`src/rtl/icache_dm_if.sv`:
```
// Bundles the fetch-side and backing-memory-side signals of the direct-mapped
// instruction cache. The slave modport is the cache; master is the environment.
interface icache_dm_if #(
    parameter int ADDR_W = 32
);
    logic              cpu_req;
    logic [ADDR_W-1:0] cpu_addr;
    logic [31:0]       cpu_instr;
    logic              cpu_ready;
    logic              invalidate;
    logic              mem_rd_req;
    logic [ADDR_W-3:0] mem_addr;
    logic [31:0]       mem_rd_data;
    logic              mem_rd_valid;

    modport slave (
        input  cpu_req, cpu_addr, invalidate, mem_rd_data, mem_rd_valid,
        output cpu_instr, cpu_ready, mem_rd_req, mem_addr
    );

    modport master (
        output cpu_req, cpu_addr, invalidate, mem_rd_data, mem_rd_valid,
        input  cpu_instr, cpu_ready, mem_rd_req, mem_addr
    );
endinterface

```
`src/rtl/icache_dm.sv`:
```
// Direct-mapped read-only instruction cache: zero-latency hits, sequential
// word-by-word line refill on a miss, and a one-cycle whole-cache flush.
module icache_dm #(
    parameter int LINES  = 16,
    parameter int WORDS  = 4,
    parameter int ADDR_W = 32
) (
    input  logic        clock,
    input  logic        reset,
    icache_dm_if.slave  bus
);
    localparam int OFF_W   = $clog2(WORDS);
    localparam int IDX_W   = $clog2(LINES);
    localparam int WADDR_W = ADDR_W - 2;
    localparam int LBASE_W = WADDR_W - OFF_W;
    localparam int TAG_W   = LBASE_W - IDX_W;

    localparam logic [OFF_W-1:0] LAST_WORD = OFF_W'(WORDS - 1);

    localparam logic [1:0] S_IDLE   = 2'd0;
    localparam logic [1:0] S_REFILL = 2'd1;
    localparam logic [1:0] S_FLUSH  = 2'd2;

    logic [1:0]         r_state;
    logic [LINES-1:0]   r_valid;
    logic [TAG_W-1:0]   r_tags [LINES];
    logic [31:0]        r_data [LINES][WORDS];
    logic               r_pending;
    logic [OFF_W-1:0]   r_count;
    logic [LBASE_W-1:0] r_lineBase;

    logic [WADDR_W-1:0] w_wordAddr;
    logic [OFF_W-1:0]   w_offset;
    logic [IDX_W-1:0]   w_index;
    logic [TAG_W-1:0]   w_tag;
    logic [IDX_W-1:0]   w_fillIdx;
    logic [TAG_W-1:0]   w_fillTag;
    logic               w_hit;
    logic               w_lastWord;
    logic               w_flushReq;
    logic               w_refilling;
    logic               w_unused;

    assign w_wordAddr  = bus.cpu_addr[ADDR_W-1:2];
    assign w_offset    = w_wordAddr[OFF_W-1:0];
    assign w_index     = w_wordAddr[OFF_W +: IDX_W];
    assign w_tag       = w_wordAddr[WADDR_W-1 -: TAG_W];
    assign w_fillIdx   = r_lineBase[IDX_W-1:0];
    assign w_fillTag   = r_lineBase[LBASE_W-1 -: TAG_W];
    assign w_hit       = bus.cpu_req && r_valid[w_index] && (r_tags[w_index] == w_tag);
    assign w_lastWord  = (r_count == LAST_WORD);
    assign w_flushReq  = r_pending || bus.invalidate;
    assign w_refilling = (r_state == S_REFILL);
    assign w_unused    = &{1'b0, bus.cpu_addr[1:0]};

    // Hits are only served from IDLE; the instruction bus reads zero otherwise.
    assign bus.cpu_ready  = (r_state == S_IDLE) && w_hit;
    assign bus.cpu_instr  = bus.cpu_ready ? r_data[w_index][w_offset] : 32'h0;
    assign bus.mem_rd_req = w_refilling;
    assign bus.mem_addr   = w_refilling ? {r_lineBase, r_count} : '0;

    // A flush request outranks a miss in IDLE; a refill always runs to its last
    // word before a pending invalidate is honoured.
    always_ff @(posedge clock) begin
        if (reset) begin
            r_state   <= S_IDLE;
            r_valid   <= '0;
            r_pending <= 1'b0;
            r_count   <= '0;
        end else begin
            if (bus.invalidate) begin
                r_pending <= 1'b1;
            end
            case (r_state)
                S_IDLE: begin
                    if (w_flushReq) begin
                        r_state <= S_FLUSH;
                    end else if (bus.cpu_req && !w_hit) begin
                        r_lineBase <= w_wordAddr[WADDR_W-1:OFF_W];
                        r_count    <= '0;
                        r_state    <= S_REFILL;
                    end
                end
                S_REFILL: begin
                    if (bus.mem_rd_valid) begin
                        r_count <= r_count + OFF_W'(1);
                        if (w_lastWord) begin
                            r_valid[w_fillIdx] <= 1'b1;
                            r_state            <= w_flushReq ? S_FLUSH : S_IDLE;
                        end
                    end
                end
                S_FLUSH: begin
                    r_valid   <= '0;
                    r_pending <= 1'b0;
                    r_state   <= S_IDLE;
                end
                default: r_state <= S_IDLE;
            endcase
        end
    end

    // Storage arrays carry no reset; the valid bits alone decide what is usable.
    always_ff @(posedge clock) begin
        if (w_refilling && bus.mem_rd_valid) begin
            r_data[w_fillIdx][r_count] <= bus.mem_rd_data;
            if (w_lastWord) begin
                r_tags[w_fillIdx] <= w_fillTag;
            end
        end
    end
endmodule

```
`src/flat_wrapper.sv`:
```
// flat-port wrapper written by rule: the top's interface ports become plain ports
module icache_dm_flat 
#(
    parameter int LINES  = 16,
    parameter int WORDS  = 4,
    parameter int ADDR_W = 32
)
  (clock, reset, bus_cpu_req, bus_cpu_addr, bus_invalidate, bus_mem_rd_data, bus_mem_rd_valid, bus_cpu_instr, bus_cpu_ready, bus_mem_rd_req, bus_mem_addr);
  icache_dm_if #(.ADDR_W(ADDR_W)) bus_i ();
  input  logic clock;
  input  logic reset;
  input wire logic [$bits(bus_i.cpu_req)-1:0] bus_cpu_req;
  input wire logic [$bits(bus_i.cpu_addr)-1:0] bus_cpu_addr;
  input wire logic [$bits(bus_i.invalidate)-1:0] bus_invalidate;
  input wire logic [$bits(bus_i.mem_rd_data)-1:0] bus_mem_rd_data;
  input wire logic [$bits(bus_i.mem_rd_valid)-1:0] bus_mem_rd_valid;
  output wire logic [$bits(bus_i.cpu_instr)-1:0] bus_cpu_instr;
  output wire logic [$bits(bus_i.cpu_ready)-1:0] bus_cpu_ready;
  output wire logic [$bits(bus_i.mem_rd_req)-1:0] bus_mem_rd_req;
  output wire logic [$bits(bus_i.mem_addr)-1:0] bus_mem_addr;
  assign bus_i.cpu_req = bus_cpu_req;
  assign bus_i.cpu_addr = bus_cpu_addr;
  assign bus_i.invalidate = bus_invalidate;
  assign bus_i.mem_rd_data = bus_mem_rd_data;
  assign bus_i.mem_rd_valid = bus_mem_rd_valid;
  assign bus_cpu_instr = bus_i.cpu_instr;
  assign bus_cpu_ready = bus_i.cpu_ready;
  assign bus_mem_rd_req = bus_i.mem_rd_req;
  assign bus_mem_addr = bus_i.mem_addr;
  icache_dm #(.LINES(LINES), .WORDS(WORDS), .ADDR_W(ADDR_W)) u_core (.clock(clock), .reset(reset), .bus(bus_i));
endmodule
```
`config.mk`:
```
export PLATFORM = sky130hd
export DESIGN_NAME = icache_dm_flat
export DESIGN_NICKNAME = d
export VERILOG_FILES = /design/src/rtl/icache_dm_if.sv /design/src/rtl/icache_dm.sv /design/src/flat_wrapper.sv
export SDC_FILE = /design/constraint.sdc
export NUM_CORES = 2
export LEC_CHECK = 0
export BUFFER_PORTS_ARGS = -buffer_cell sky130_fd_sc_hd__buf_2
export CORE_ASPECT_RATIO = 0.9
export CORE_MARGIN = 1.5
export CORE_UTILIZATION = 55
export DETAILED_ROUTE_END_ITERATION = 8
export GPL_ROUTABILITY_DRIVEN = 0
export HOLD_SLACK_MARGIN = 0.12
export PLACE_DENSITY = 0.71
export SLEW_MARGIN = 20
export SYNTH_ARGS = -nofsm -noshare
export SYNTH_HDL_FRONTEND = slang
export SYNTH_SLANG_ARGS = --single-unit
```
`constraint.sdc`:
```
create_clock -name clock -period 7.55 [get_ports clock]
set_input_delay 1.1325 -clock clock [delete_from_list [all_inputs] [get_ports clock]]
set_output_delay 1.1325 -clock clock [all_outputs]
set_load 0.01 [all_outputs]
```
==> impl_summary.txt <==
----------------------------------------------------
[Outcome]
  Run status ... finished, final reports clean

[STA]
  Setup TNS ... 0 ns
  Highest Clock Rate ... 163.8 MHz
  Slew @ Worst Pin ... between 1 and 1.5 ns
  Setup repair after global routing missed its margin ... no
  Max Slew Vio Count ... 0
  Setup violation total in the final timing report ... 0
  Number of endpoints with negative hold slack in the final report ... 0
  Relative slew slack ... 21.62%
  Clock period minus final worst setup slack ... 6.104 ns
  Final worst-path cycle share ... about 80%
  Worst clock skew ... 0.03967 ns

[Die]
  Floorplan core area ... ~0.17 mm^2
  Die height ... between 300 and 400 um
  DIE AREA ... about 0.18 mm^2
  Number of placement rows ... 144
  DIE WIDTH ... around 440 um
  Starting density of the core ... roughly 55%
  IO Pins ... between 100 and 150

[Detailed routing]
  Number of antenna-violating nets in the routed design ... 0
  Vias post-DR ... approximately 44000
  Total length of routed wires ... 233200 um
  WL met3 ... 25530 um
  Met2 wire length ... between 100000 and 150000 um
  Routed length per placed instance ... between 30 and 40 um
  Starting DRC count in detailed routing ... about 6600
  Post-Route M1 WL ... 89900 um
  Pre-antenna DRT Iters ... 5
  DRC violation count after routing ... 0
  Via density ... ~6.7
  Top metal layer carrying routed signals ... met5

[Worst setup path]
  Launch point of the critical path ... bus_cpu_addr[4]
  Arrival time of the worst setup path ... slightly below 5 ns
  Path type of the worst setup path ... primary input to primary output
  Slowest stage cell, crit path ... sky130_fd_sc_hd__buf_8
  Crit. path cell count ... 11
  Number of buffers and inverters on the critical path ... 4
  Critical path, cell by cell ... buf_8 -> buf_12 -> mux4_2 -> mux2i_1 -> mux2i_1 -> xor2_1 -> or4_4 -> nor4_4 -> buf_4 -> and3_1 -> buf_2
  Endpoint of the worst register-to-register path ... u_core.r_data[8][114]
  Crit path top cell by count ... sky130_fd_sc_hd__mux2i_1
  Endpoint type of the worst setup path ... primary output
  Worst reg-to-reg path cell count ... 5
  Reg-to-reg slack, setup ... 3.13 ns
  Critical path launch point type ... primary input
  Required time reported for the critical path endpoint ... between 6 and 7 ns
  Max FO, Critical Path ... 80
  Critical path's top delay family ... buffers and inverters
  Timing endpoint of the critical path ... bus_cpu_instr[14]
  Worst reg2reg startpoint ... u_core.r_state[0]
  Biggest cell delay along the critical path ... 0.69 ns

[Global route]
  Wire length of the first global-routing pass ... approximately 330000 um
  Initial antenna violation count ... 10
  Pin count of the biggest net entering global routing ... around 110
  Residual overflow from global routing ... 0
  Via count of the first global-routing pass ... 44250
  Global-route usage over all layers ... a little over a quarter

[Logic synthesis]
  Post-synthesis instance area ... between 0.09 and 0.1 mm^2
  Syn_area_per_cell ... about 25 um^2
  Flop and latch count out of synthesis ... 2481
  Cell count after synthesis ... ~3800
  Top area cells in the synthesized netlist ... sky130_fd_sc_hd__edfxtp_1 78%, sky130_fd_sc_hd__mux4_2 18%, sky130_fd_sc_hd__mux2i_1 0.64%
  Dominant register cell in the synthesized netlist ... sky130_fd_sc_hd__edfxtp_1
  Share of Yosys cell area claimed by the top area cell type ... about 80%
  Distinct cell type count after synthesis ... 51
  Dominant cell type by area after synthesis ... sky130_fd_sc_hd__edfxtp_1
  EDFF count, synth ... 2460
  Post-synthesis net count ... approximately 3900
  Sequential-to-total area share from yosys stat ... approximately 78%
  Share of synthesized flip-flops with an asynchronous set or reset ... 0%
  Total number of yosys warnings ... 0

[Clocking]
  H-tree levels ... 4
  Gates resized, CTS repair ... 0
  Clock insertion delay at the later pin of the skew report ... 0.85 ns
  Clk sinks ... about 2500
  Count of hold buffers inserted by post-cts repair ... 0
  Post-CTS Setup Bufs ... 0
  TritonCTS clock tree ... done
  Number of buffers created by CTS ... 228
  Clock-pin slew on the worst setup and hold paths ... 0.06 ns
  Number of buffers between clock root and the deepest sink ... 3
  Cell chosen for the clock root ... sky130_fd_sc_hd__clkbuf_16

[Finish]
  Area Overhead vs Synth ... 12.39%
  Total number of nets in the final design ... between 4000 and 5000
  Fillers ... roughly 11000
  Cell Count, Final, Fillers Out ... about 6600
  Layout cell share with drive strength beyond 1 ... 32.27%

[Power]
  Power per unit of standard cell area ... ~260 mW/mm^2
  Worst ir drop on vdd ... 0.2121 mV
  Combinational fraction of design power ... 4.4%
  Switch share ... between 20% and 30%
  Leakage ... about 33 nW
  Cell-internal power ... approximately 22 mW
  Switching power total ... between 5 and 6 mW
  Clock network fraction of design power ... between 40 and 50%
  Sequential share of power ... a little over half

[Hold path]
  Class of the worst hold path ... register to register

[Flow run]
  Number of maximum-capacitance violations ... 0

[Placed design]
  Placed cells ... roughly 6000
  # port buffers ... 130
  Placed wire-length estimate after detailed placement ... roughly 130000 um

----------------------------------------------------
==> cell families after synthesis <==
kind of cell	synth area share (%)
flops	78.28
fa+ha+maj	0.05274
compound gates	0.5102
mux	18.81
buf+inv	0.9782
xor+xnor	0.2215
simple gates	1.151
==> worst min-delay path by stage <==
stage                       start                     to  slack, ns  depth (start not counted)
3_5_place_dp   u_core.r_valid[14]     u_core.r_valid[14]       0.45                          1
5_1_grt          bus_cpu_addr[30]  u_core.r_lineBase[26]       0.45                          1
4_1_cts          bus_cpu_addr[30]  u_core.r_lineBase[26]       0.42                          1
6_report        u_core.r_valid[6]      u_core.r_valid[6]       0.47                          1
2_1_floorplan   u_core.r_valid[3]      u_core.r_valid[3]       0.44                          1
3_3_place_gp   u_core.r_valid[14]     u_core.r_valid[14]       0.44                          1
==> per-stage QoR <==
stage | utilization [%] | setup WS [ns] | power, mW | hold slack, ns | instance area (um^2)
finish | 62.25 | 1.446 | 27.66 | 0.4679 | 106700
floorplan | - | 2.204 | 16.15 | 0.4352 | 94910
detailed placement | 57.92 | 1.402 | 16.66 | 0.4502 | 99240
CTS | 62.18 | 1.397 | 27.76 | 0.4202 | 106500
global route | 62.25 | 1.208 | 28.33 | 0.4452 | 106700
global placement | 57.87 | 1.423 | 16.64 | 0.4417 | 99160
==> synth_stat cells (3+ instances only) <==
cell type and number:
sky130_fd_sc_hd__nor3_1 5, sky130_fd_sc_hd__and2_1 31, sky130_fd_sc_hd__mux4_2 744, sky130_fd_sc_hd__mux2_2 8, sky130_fd_sc_hd__o21ai_0 7, sky130_fd_sc_hd__buf_2 60, sky130_fd_sc_hd__nand2b_1 6, sky130_fd_sc_hd__o22ai_1 7
sky130_fd_sc_hd__xor2_1 9, sky130_fd_sc_hd__edfxtp_1 2460, sky130_fd_sc_hd__nor2b_1 8, sky130_fd_sc_hd__buf_4 11, sky130_fd_sc_hd__ha_1 4, sky130_fd_sc_hd__mux2i_1 61, sky130_fd_sc_hd__buf_1 24, sky130_fd_sc_hd__o21a_1 16
sky130_fd_sc_hd__a31oi_1 3, sky130_fd_sc_hd__or4_1 3, sky130_fd_sc_hd__o211ai_1 4, sky130_fd_sc_hd__buf_6 5, sky130_fd_sc_hd__clkbuf_1 94, sky130_fd_sc_hd__dfxtp_1 21, sky130_fd_sc_hd__xnor2_1 15, sky130_fd_sc_hd__and3_1 33
sky130_fd_sc_hd__nand2_1 25, sky130_fd_sc_hd__a22oi_1 5, sky130_fd_sc_hd__a21oi_1 8, sky130_fd_sc_hd__mux4_1 15, sky130_fd_sc_hd__inv_1 6, sky130_fd_sc_hd__nand4_1 9, sky130_fd_sc_hd__nor2_1 75, sky130_fd_sc_hd__nand3_1 14
==> sequential cells by signal, summed over array words and instances (netlist names) <==
signal	flops
u_core.r_data	2048
u_core.r_count	2
u_core.r_state	2
u_core.r_pending	1
u_core.r_lineBase	28
u_core.r_tags	384
u_core.r_valid	16
==> layout by cell type, fill, tap and decap left out, types with 16 or more instances in the layout <==
| master | count |
|---|---|
| sky130_fd_sc_hd__and2_1 | 31 |
| sky130_fd_sc_hd__and3_1 | 33 |
| sky130_fd_sc_hd__buf_12 | 26 |
| sky130_fd_sc_hd__buf_2 | 111 |
| sky130_fd_sc_hd__buf_4 | 102 |
| sky130_fd_sc_hd__bufinv_16 | 17 |
| sky130_fd_sc_hd__clkbuf_1 | 46 |
| sky130_fd_sc_hd__clkbuf_16 | 236 |
| sky130_fd_sc_hd__clkinv_1 | 65 |
| sky130_fd_sc_hd__clkinv_2 | 35 |
| sky130_fd_sc_hd__dfxtp_1 | 21 |
| sky130_fd_sc_hd__edfxtp_1 | 2460 |
| sky130_fd_sc_hd__mux2i_1 | 61 |
| sky130_fd_sc_hd__mux4_2 | 744 |
| sky130_fd_sc_hd__nand2_1 | 25 |
| sky130_fd_sc_hd__nor2_4 | 66 |
| sky130_fd_sc_hd__o21a_1 | 16 |
==> worst reg2reg max path: stages (launching register included) <==
cell,delay [ns]
sky130_fd_sc_hd__dfxtp_1,0.39
sky130_fd_sc_hd__inv_1,0.14
sky130_fd_sc_hd__nor2_4,0.75
sky130_fd_sc_hd__nand3_2,0.96
sky130_fd_sc_hd__nor2_4,1.21
sky130_fd_sc_hd__buf_4,0.55
==> power groups by stage <==
stage	combinational (mW)	clock, mW	sequential (mW)
after floorplan	0.715	0	15.4
after global placement	1.20	0	15.4
after detailed placement	1.22	0	15.4
after CTS	1.23	11.4	15.1
after global routing	1.28	11.9	15.1
final	1.22	11.3	15.1
==> layout make-up <==
class	count	area [um^2]	area share, %
Timing Repair Buffer	246	1981	1.857
Clock inverter	132	1096	1.028
Sequential cell	2481	74290	69.65
Multi-Input combinational cell	1138	20210	18.95
Antenna cell	12	30.03	0.02815
Clock buffer	291	6202	5.815
Tap cell	2263	2831	2.654
Inverter	7	26.28	0.02463
==> routing by layer <==
metal,vias up,GRT usage (%)
met3,346,5.449
met5,-,0
met1,23830,40.12
met2,2897,41.44
met4,6,7.830
li1,17230,-
(Power assumes the default switching activity.)
